### config.mk
export PLATFORM = sky130hd
export DESIGN_NAME = adapter_from_bus
export DESIGN_NICKNAME = d
export VERILOG_FILES = /design/src/rtl/adapter_from_bus_pkg.sv /design/src/rtl/adapter_from_bus.sv
export SDC_FILE = /design/constraint.sdc
export NUM_CORES = 1
export LEC_CHECK = 0
export ABC_AREA = 1
export CELL_PAD_IN_SITES_DETAIL_PLACEMENT = 0
export CELL_PAD_IN_SITES_GLOBAL_PLACEMENT = 2
export CORE_MARGIN = 1.5
export CORE_UTILIZATION = 24
export CTS_CLUSTER_SIZE = 28
export DETAILED_ROUTE_END_ITERATION = 16
export GPL_ROUTABILITY_DRIVEN = 0
export MAX_ROUTING_LAYER = met4
export PLACE_DENSITY = 0.85
export SLEW_MARGIN = 40
export SYNTH_ARGS = -nofsm -noshare
export SYNTH_HDL_FRONTEND = slang
export SYNTH_SLANG_ARGS = --single-unit
### constraint.sdc
create_clock -name CLK -period 4.4 [get_ports CLK]
set_clock_uncertainty 0.1 [all_clocks]
set_input_delay 0.88 -clock CLK [delete_from_list [all_inputs] [get_ports CLK]]
set_output_delay 0.88 -clock CLK [all_outputs]
set_load 0.01 [all_outputs]
### src/rtl/adapter_from_bus_pkg.sv
// Shared adapter types: the collect/drain state encoding and the 16-bit size
// carried alongside each word on the PipeInLength side.
package adapter_from_bus_pkg;

  typedef enum logic {
    COLLECT = 1'b0,
    DRAIN   = 1'b1
  } adapterState_t;

  localparam int SIZE_WIDTH = 16;

  typedef logic [SIZE_WIDTH-1:0] pipeSize_t;

  // Bit count of a word made of `beats` beats, truncated to the size field.
  function automatic pipeSize_t beatsToSize(input int beats, input int beatWidth);
    return pipeSize_t'(beats * beatWidth);
  endfunction

endpackage

### src/rtl/adapter_from_bus.sv
// Gathers owidth-bit bus beats (first beat in the MSBs) into one width-bit word
// and hands the word, with its valid bit count, to a PipeInLength consumer.
//
// Handshakes: a beat moves when in_enq__ENA is high on a rising CLK edge while
// in_enq__RDY is high; a word moves when out_enq__ENA and out_enq__RDY are both
// high on a rising CLK edge. Both ready/valid outputs come from the state
// register only, so neither depends combinationally on any input.
module adapter_from_bus
  import adapter_from_bus_pkg::*;
#(
  parameter int width  = 128,
  parameter int owidth = 32
) (
  input  logic              CLK,
  input  logic              RST,
  input  logic              in_enq__ENA,
  input  logic [owidth-1:0] in_enq_v,
  input  logic              in_enq_last,
  output logic              in_enq__RDY,
  output logic              out_enq__ENA,
  output logic [width-1:0]  out_enq_v,
  output pipeSize_t         out_enq_size,
  input  logic              out_enq__RDY,
  output logic              overflow,
  output adapterState_t     dbgState
);

  localparam int BEATS = width / owidth;
  localparam int CW    = $clog2(BEATS + 1);

  if ((width % owidth) != 0 || BEATS < 2 || width > 65535) begin : g_bad_params
    $error("adapter_from_bus: width must be a multiple of owidth, >= 2 beats, <= 65535 bits");
  end

  adapterState_t  state;
  logic [CW-1:0]  beatCnt;
  logic [width-1:0] buffer;
  pipeSize_t      sizeReg;
  logic           overflowReg;

  logic lastSlot;
  assign lastSlot = (beatCnt == CW'(BEATS - 1));

  always_ff @(posedge CLK or posedge RST) begin
    if (RST) begin
      state       <= COLLECT;
      beatCnt     <= '0;
      buffer      <= '0;
      sizeReg     <= '0;
      overflowReg <= 1'b0;
    end else begin
      case (state)
        COLLECT: begin
          if (in_enq__ENA) begin
            for (int k = 0; k < BEATS; k++) begin
              if (beatCnt == CW'(k)) begin
                buffer[width-1-k*owidth -: owidth] <= in_enq_v;
              end
            end
            beatCnt <= beatCnt + CW'(1);
            if (in_enq_last || lastSlot) begin
              state   <= DRAIN;
              sizeReg <= beatsToSize(int'(beatCnt) + 1, owidth);
              // A full buffer without last is a forced close; remember it.
              if (!in_enq_last) begin
                overflowReg <= 1'b1;
              end
            end
          end
        end
        DRAIN: begin
          // Beats offered here are protocol violations and are ignored.
          if (out_enq__RDY) begin
            state   <= COLLECT;
            beatCnt <= '0;
            buffer  <= '0;
            sizeReg <= '0;
          end
        end
        default: begin
          state <= COLLECT;
        end
      endcase
    end
  end

  assign in_enq__RDY  = (state == COLLECT);
  assign out_enq__ENA = (state == DRAIN);
  assign out_enq_v    = (state == DRAIN) ? buffer  : '0;
  assign out_enq_size = (state == DRAIN) ? sizeReg : '0;
  assign overflow     = overflowReg;
  assign dbgState     = state;

endmodule

==> results of run 1 <==
==> final timing paths <==
check	cells past startpoint	endpoint	start	slack (ns)
min	2	buffer[79]$_DFFE_PP0P_	buffer[79]$_DFFE_PP0P_	0.37
max	5	out_enq_v[23]	dbgState$_DFF_PP0_	1.02
min reg2reg	2	buffer[79]$_DFFE_PP0P_	buffer[79]$_DFFE_PP0P_	0.37
max in group asynchronous	3	dbgState$_DFF_PP0_	RST	2.75
max reg2reg	6	buffer[44]$_DFFE_PP0P_	dbgState$_DFF_PP0_	1.31
min in group asynchronous	3	buffer[2]$_DFFE_PP0P_	RST	0.92
==> kinds of logic (layout without fill, tap and decap cells) <==
group                      after synthesis  count (layout)  share of synthesized area [%]
other                                    1              12                        0.05238
buffers and inverters                  253             386                          15.87
adders and majority gates                5               5                         0.8738
AOI/OAI and AO/OA                        5               5                         0.4020
DFF                                    137             137                          47.89
and+or+nand+nor                        583             583                          34.92
==> power by group <==
part	leakage, nW	switching (mW)	internal, mW
combinational	3.58	1.19	0.824
clock	0.320	0.592	1.07
sequential	1.80	0.347	1.79
total	5.70	2.13	3.68
==> placed cells by master (no fill, tap or decap), types with 5 or more instances in the layout <==
master / count
dfrtp_1: 136
conb_1: 12
nor2_1: 36
nand4_1: 32
inv_1: 170
nand2_1: 371
nand2_2: 5
clkdlybuf4s50_1: 171
clkbuf_16: 17
bufinv_16: 6
nand3_1: 133
==> area by class of cell <==
| cell class | count | area (sq um) |
|---|---|---|
| multi-input combinational | 605 | 2646 |
| fill | 3196 | 19760 |
| clock inverter | 14 | 244.0 |
| sequential | 137 | 3432 |
| tap | 390 | 488.0 |
| inverter | 175 | 663.1 |
| clock buffer | 17 | 425.4 |
| timing repair buffer | 180 | 1822 |
==> metal layers <==
metal | share of wire, % | wire length, um | GRT usage, % | up-vias
met5 | 0 | 0 | - | -
met2 | 47 | 10480 | 25.25 | 185
li1 | - | - | - | 3192
met1 | 47 | 10590 | 20.24 | 3017
met3 | 4.6 | 1019 | 2.597 | 18
met4 | 1.2 | 265 | 4.060 | 0
==> flip-flops by register name (all words and copies together) (netlist names) <==
signal / count
buffer: 128
sizeReg: 4
beatCnt: 3
dbgState: 1
overflow: 1
==> critical path, stage by stage, from the launching register on <==
cell             delay [ns]
dfrtp_4                0.63
buf_12                 0.28
buf_12                 0.28
nand2_1                0.13
inv_1                  0.07
clkdlybuf4s50_1        0.53
==> per-stage QoR <==
step	utilization [%]	power [mW]	hold WS (ns)	setup WS, ns
after floorplan	-	3.331	0.3417	1.713
after global placement	30.58	4.156	0.3537	1.218
after detailed placement	30.61	4.182	0.3579	1.180
after CTS	32.88	5.877	0.3732	0.8611
after global routing	32.97	6.246	0.3906	0.8758
final	32.97	5.809	0.3723	1.021
==> metrics.csv, run 1 <==
metric;value;unit
outcome;finished, final reports clean;
GRT Total Usage;15.62;%
DRC;0;
fraction of registers with async set/reset;100.0;%
DIE HEIGHT;175.7;um
Initial Utilization;24.28;%
clk buf depth;2;
Final HPWL DP;14.75;mm
Num Clock Sinks;137;
number of buffers added for setup after CTS;0;
fin area;9721;sq um
Die Area;30880;sq um
leading area contributor after synthesis;dfrtp_1;
1st-iter DRT viols;291;
ant diodes;0;
commonest cells in the netlist;nand2_1 (371), inv_1 (171), dfrtp_1 (137);
drt wl/cell;14.72;um
Final Max Tran Viols;0;
Synth Instances;984;
die width;175.7;um
Fin. Hold Viols;0;
FMAX;295.9;MHz
Yosys reg bits;137;
Critical Path Fanout Max;56;
share of cells above drive strength 1;5.142;%
unique cell type count in the Yosys netlist;24;
CTS clk-pin slew, worst paths;0.06;ns
final worst path period need;3.379;ns
CORE AREA;29480;sq um
Post-synth EDFFs;0;
CTS tree;yes;
total CTS buffers;17;
drt pass-1 iters;4;
vias;6412;
RSZ-0062 raised after global routing;false;
Post-Place Cell Area;9024;sq um
Setup CP Type;reg -> out;
fin nets;1158;
Area Growth Syn to Fin;35.77;%
count leader, synth;nand2_1;
WL final;22.35;mm
static leakage;5.699;nW
placed insts;1486;
Worst-Margin Slew;0.8231;ns
register area share after synthesis;47.89;%
Boundary Pins;185;
CP required;3.42;ns
Synth warnings;0;
Synth top area share;47.89;%
final std cells w/o fill;1518;
DRT antenna net count;0;
Via density;4.224;
vias in the first global route;6720;
Cell Area, Synth;7159;sq um
site row count;63;
Max Cap Viol;0;
final worst-path cycle share;76.80;%
clk_lat worst skew;0.42;ns
HP Class;reg -> reg;
grt total ovfl;0;
critical path launch point type;flop;
top post-synthesis cells by area;dfrtp_1 (48%), nand2_1 (19%), nand3_1 (9.3%), inv_1 (9.0%), buf_2 (2.9%);
post-CTS sizing;0;
H-tree Lvls;4;
Max-slew headroom;44.93;%
CTS Hold Buffers Added;0;
port bufs;172;
CP endpoint kind;output port;
final setup vio count;0;
first-pass GRT wire length;36.66;mm
Root Driver;clkbuf_16;
Power Density;597.6;nW/um^2
Avg Inst Size Synth;7.276;sq um
CP arrival;2.40;ns
largest net degree at the start of global routing;71;
initial antenna violation count;0;
final setup TNS;0;ns
Main synth FF type;dfrtp_1;
worst vdd ir;368.6;uV
No activity file was read; power rests on OpenSTA's default activity.
==> run 2, diff against run 1 <==
==> constraint.sdc (replaced) <==
create_clock -name CLK -period 2.79 [get_ports CLK]
set_clock_uncertainty 0.1 [all_clocks]
set_input_delay 0.558 -clock CLK [delete_from_list [all_inputs] [get_ports CLK]]
set_output_delay 0.558 -clock CLK [all_outputs]
set_load 0.01 [all_outputs]
==> metrics.csv, run 2 (synthesis gave the netlist of run 1 again) <==
metric;value;unit;change
total CTS buffers;17;;unchanged
final setup TNS;0;ns;unchanged
clk_lat worst skew;0.41;ns;about the same
Initial Utilization;24.28;%;unchanged
largest net degree at the start of global routing;75;;+5.6%
final setup vio count;0;;unchanged
Critical Path Fanout Max;61;;+8.9%
critical path launch point type;flop;;
CP arrival;1.92;ns;-0.48 ns
CP endpoint kind;output port;;
biggest regs;buffer (128), sizeReg (4), beatCnt (3);;
M1 wire length;11.15;mm;+5.3%
Max Cap Viol;0;;unchanged
vias;6516;;+1.6%
Power Density;901.3;nW/um^2;+51%
CP endpoint;out_enq_v[63];;
critical register-to-register path startpoint;dbgState$_DFF_PP0_;;
outcome;finished, final reports clean;;
CORE AREA;29480;sq um;unchanged
CTS clk-pin slew, worst paths;0.06;ns;about the same
first-pass GRT wire length;36.85;mm;+0.51%
worst r2r path cells;6;;unchanged
DRC;0;;unchanged
Setup CP Type;reg -> out;;
placed insts;1502;;+1.1%
drt pass-1 iters;4;;unchanged
final worst path period need;2.574;ns;
initial antenna violation count;0;;unchanged
Root Driver;clkbuf_16;;
vias in the first global route;6660;;-0.89%
post-CTS sizing;0;;unchanged
Num Clock Sinks;137;;unchanged
Final Max Tran Viols;0;;unchanged
site row count;63;;unchanged
CTS tree;yes;;
H-tree Lvls;4;;unchanged
commonest cells after routing, fill and taps aside;nand2_1 (371), clkdlybuf4s50_1 (171), inv_1 (170);;
Fin. Hold Viols;0;;unchanged
worst vdd ir;330.5;uV;-10%
Die Area;30880;sq um;unchanged
Final HPWL DP;15.76;mm;+6.8%
Max-slew headroom;51.83;%;+6.9 points
Worst-Margin Slew;0.7211;ns;-0.1021 ns
Layout fillers;3232;;+1.1%
share of cells above drive strength 1;6.294;%;+1.2 points
DRT antenna net count;0;;unchanged
WL final;22.98;mm;+2.8%
drt wl/cell;14.98;um;+1.8%
worst hold margin;0.3774;ns;+0.005088 ns
static leakage;5.748;nW;+0.86%
final worst-path cycle share;92.27;%;
die width;175.7;um;unchanged
FMAX;388.4;MHz;
fin nets;1173;;+1.3%
Area Growth Syn to Fin;36.82;%;
FF+latch area;3432;sq um;unchanged
Via density;4.248;;+0.56%
1st-iter DRT viols;467;;+60%
number of buffers added for setup after CTS;0;;unchanged
DR WL met2;10.47;mm;about the same
clk buf depth;2;;unchanged
port bufs;172;;unchanged
CP required;2.13;ns;-1.29 ns
DR top layer;met4;;
multi-input logic area;2639;sq um;-0.28%
most flop-heavy register;buffer;;
total power draw;8.829;mW;+52%
max FFs per register;128;;unchanged
grt total ovfl;0;;unchanged
HP Class;reg -> reg;;
RSZ-0062 raised after global routing;false;;
wire length on met3;1.010;mm;-0.88%
worst reg2reg setup slack;0.57;ns;-0.74 ns
crit path launch;dbgState$_DFF_PP0_;;
WHS Path Cells;2;;unchanged
Boundary Pins;185;;unchanged
most common cell after layout, fill and taps aside;nand2_1;;
reg-to-reg endpoint;buffer[123]$_DFFE_PP0P_;;
final std cells w/o fill;1534;;+1.1%
ant diodes;0;;unchanged
GRT Total Usage;15.84;%;+0.21 points
DIE HEIGHT;175.7;um;unchanged
CTS Hold Buffers Added;0;;unchanged
-- run 2: worst min path at each step --
stage / from / endpoint
after detailed placement: buffer[92]$_DFFE_PP0P_ / buffer[92]$_DFFE_PP0P_
final: buffer[92]$_DFFE_PP0P_ / buffer[92]$_DFFE_PP0P_
after global routing: buffer[77]$_DFFE_PP0P_ / buffer[77]$_DFFE_PP0P_
after global placement: buffer[92]$_DFFE_PP0P_ / buffer[92]$_DFFE_PP0P_
after floorplan: buffer[64]$_DFFE_PP0P_ / buffer[64]$_DFFE_PP0P_
after CTS: buffer[92]$_DFFE_PP0P_ / buffer[92]$_DFFE_PP0P_
-- run 2: layer usage --
layer | global-route usage, % | vias to the layer above
met4 | 4.309 | 0
met5 | - | -
met2 | 24.54 | 184
li1 | - | 3221
met1 | 21.37 | 3085
met3 | 2.554 | 26
-- run 2: critical path, cell delays in order, from the launching register on --
cell	delay, ns
dfrtp_4	0.46
buf_12	0.26
nand2_1	0.15
inv_1	0.09
clkdlybuf4s50_1	0.55
-- run 2: power breakdown --
group	switching (mW)	internal [mW]
clock network	0.896	1.27
registers	0.566	2.83
logic	1.91	1.36
total	3.37	5.46
-- run 2: layout make-up --
| type | instances | area share, % |
|---|---|---|
| timing repair buffer | 195 | 20.56 |
| clock buffer | 21 | 4.700 |
| clock inverter | 11 | 1.009 |
| inverter | 175 | 6.770 |
| sequential | 137 | 35.04 |
| tap | 390 | 4.981 |
| multi-input combinational | 605 | 26.94 |
-- run 2: metrics by stage --
step | util [%] | setup slack [ns] | instance area (sq um)
6_report | 33.23 | 0.2156 | 9796
5_1_grt | 33.23 | 0.1219 | 9796
4_1_cts | 33.23 | 0.1767 | 9796
3_5_place_dp | 31.33 | 0.4992 | 9236
3_3_place_gp | 31.33 | 0.5340 | 9236
2_1_floorplan | - | 0.4249 | 7204
==> run 3, diff against run 2 <==
--- a/config.mk
+++ b/config.mk
@@ -13,8 +13,7 @@
 export CTS_CLUSTER_SIZE = 28
 export DETAILED_ROUTE_END_ITERATION = 16
 export GPL_ROUTABILITY_DRIVEN = 0
-export MAX_ROUTING_LAYER = met4
-export PLACE_DENSITY = 0.85
+export PLACE_DENSITY_LB_ADDON = 0.08
 export SLEW_MARGIN = 40
 export SYNTH_ARGS = -nofsm -noshare
 export SYNTH_HDL_FRONTEND = slang
==> metrics.csv, run 3 (synthesis gave the netlist of run 1 again) <==
metric;value;unit;change
outcome;finished, final reports clean;;
initial antenna violation count;0;;unchanged
Initial Utilization;24.28;%;unchanged
Final HPWL DP;16.15;mm;+2.5%
Fin. Hold Viols;0;;unchanged
multi-input logic area;2639;sq um;unchanged
worst vdd ir;375.8;uV;+14%
final std cells w/o fill;1529;;-0.33%
GRT Total Usage;16.87;%;+1.0 points
Core Util, Final;33.34;%;+0.11 points
Area Growth Syn to Fin;37.28;%;
clk buf depth;2;;unchanged
max FFs per register;128;;unchanged
CTS Hold Buffers Added;0;;unchanged
Die Area;30880;sq um;unchanged
site row count;63;;unchanged
post-CTS sizing;0;;unchanged
Boundary Pins;185;;unchanged
H-tree Lvls;4;;unchanged
final setup vio count;0;;unchanged
CTS clk-pin slew, worst paths;0.07;ns;about the same
Critical Path Fanout Max;69;;+13%
share of cells above drive strength 1;6.058;%;-0.24 points
Via density;4.250;;about the same
drt wl/cell;16.51;um;+10%
biggest regs;buffer (128), sizeReg (4), beatCnt (3);;
Worst-Margin Slew;0.7361;ns;+0.01506 ns
first-pass GRT wire length;39.75;mm;+7.9%
critical-path cell list;buf_12, nand2_1, inv_1, clkdlybuf4s50_1;;
CP required;2.13;ns;about the same
most flop-heavy register;buffer;;
FF+latch area;3432;sq um;unchanged
Post-Place Cell Area;9214;sq um;-0.24%
largest net degree at the start of global routing;93;;+24%
Power Density;929.2;nW/um^2;+3.1%
CTS tree;yes;;
Setup CP Type;reg -> out;;
number of buffers added for setup after CTS;0;;unchanged
placed insts;1499;;-0.20%
vias;6499;;-0.26%
Max-slew headroom;50.85;%;-0.97 points
most common cell after layout, fill and taps aside;nand2_1;;
final setup TNS;0;ns;unchanged
Root Driver;clkbuf_16;;
DIE HEIGHT;175.7;um;unchanged
HP Class;in -> async;;
FMAX;381.8;MHz;-1.7%
RSZ-0062 raised after global routing;false;;
total CTS buffers;17;;unchanged
DRT antenna net count;0;;unchanged
DRC;0;;unchanged
1st-iter DRT viols;353;;-24%
Layout fillers;3254;;+0.68%
final worst-path cycle share;93.89;%;+1.6 points
CP max stage delay;0.52;ns;-0.03 ns
port bufs;172;;unchanged
critical path's slowest cell;clkdlybuf4s50_1;;
final worst path period need;2.619;ns;+0.04505 ns
clk_lat worst skew;0.42;ns;about the same
commonest cells after routing, fill and taps aside;nand2_1 (371), clkdlybuf4s50_1 (171), inv_1 (170);;
vias in the first global route;6775;;+1.7%
total power draw;9.132;mW;+3.4%
Final Max Tran Viols;0;;unchanged
Max Cap Viol;0;;unchanged
Num Clock Sinks;137;;unchanged
CP arrival;1.96;ns;+0.04 ns
critical path launch point type;flop;;
static leakage;5.761;nW;+0.23%
drt pass-1 iters;4;;unchanged
fin area;9828;sq um;+0.33%
WL final;25.24;mm;+9.8%
CORE AREA;29480;sq um;unchanged
ant diodes;0;;unchanged
CP endpoint kind;output port;;
die width;175.7;um;unchanged
fin nets;1170;;-0.26%
grt total ovfl;0;;unchanged
run 3: layer usage:
metal / vias to the layer above / wire [um] / GRT usage, %
met5: - / 0 / 0
met4: 0 / 271 / 3.632
met3: 17 / 1135 / 3.312
met2: 162 / 11690 / 27.98
met1: 3105 / 12150 / 22.65
li1: 3215 / - / -
run 3: final cells by class:
class / instances / area share, %
Multi-Input combinational cell: 605 / 26.85
Sequential cell: 137 / 34.92
Clock inverter: 12 / 1.782
Tap cell: 390 / 4.965
Clock buffer: 18 / 4.468
Timing Repair Buffer: 192 / 20.27
Inverter: 175 / 6.747
run 3: through the flow:
step / hold slack, ns / setup slack (ns)
after floorplan: 0.3417 / 0.4249
after global placement: 0.3549 / 0.5696
after detailed placement: 0.3593 / 0.5526
after CTS: 0.3267 / 0.1234
after global routing: 0.3427 / 0.06137
final: 0.3321 / 0.1706
run 3: path summary, 6_finish.rpt:
kind                                             start                       to  slack, ns  depth (start not counted)
min in group CLK                buffer[75]$_DFFE_PP0P_   buffer[75]$_DFFE_PP0P_       0.37                          2
max in group asynchronous                          RST   buffer[97]$_DFFE_PP0P_       1.59                          4
worst min-delay path                               RST    buffer[3]$_DFFE_PP0P_       0.33                          2
worst max register to register      dbgState$_DFF_PP0_  buffer[100]$_DFFE_PP0P_       0.76                          6
worst min register to register  buffer[75]$_DFFE_PP0P_   buffer[75]$_DFFE_PP0P_       0.37                          2
worst max-delay path                dbgState$_DFF_PP0_            out_enq_v[72]       0.17                          4
run 3: power by group:
part / internal (mW) / switching (mW) / leakage (nW)
sequential: 2.82 / 0.531 / 1.80
clock: 1.51 / 0.919 / 0.294
combinational: 1.37 / 1.98 / 3.67
total: 5.70 / 3.43 / 5.76
run 3: critical path, delay by kind of cell, from the launching register on:
kind,cells,cell delay [ns]
AND/OR/NAND/NOR,1,0.14
flip-flops,1,0.46
buffers and inverters,3,0.86
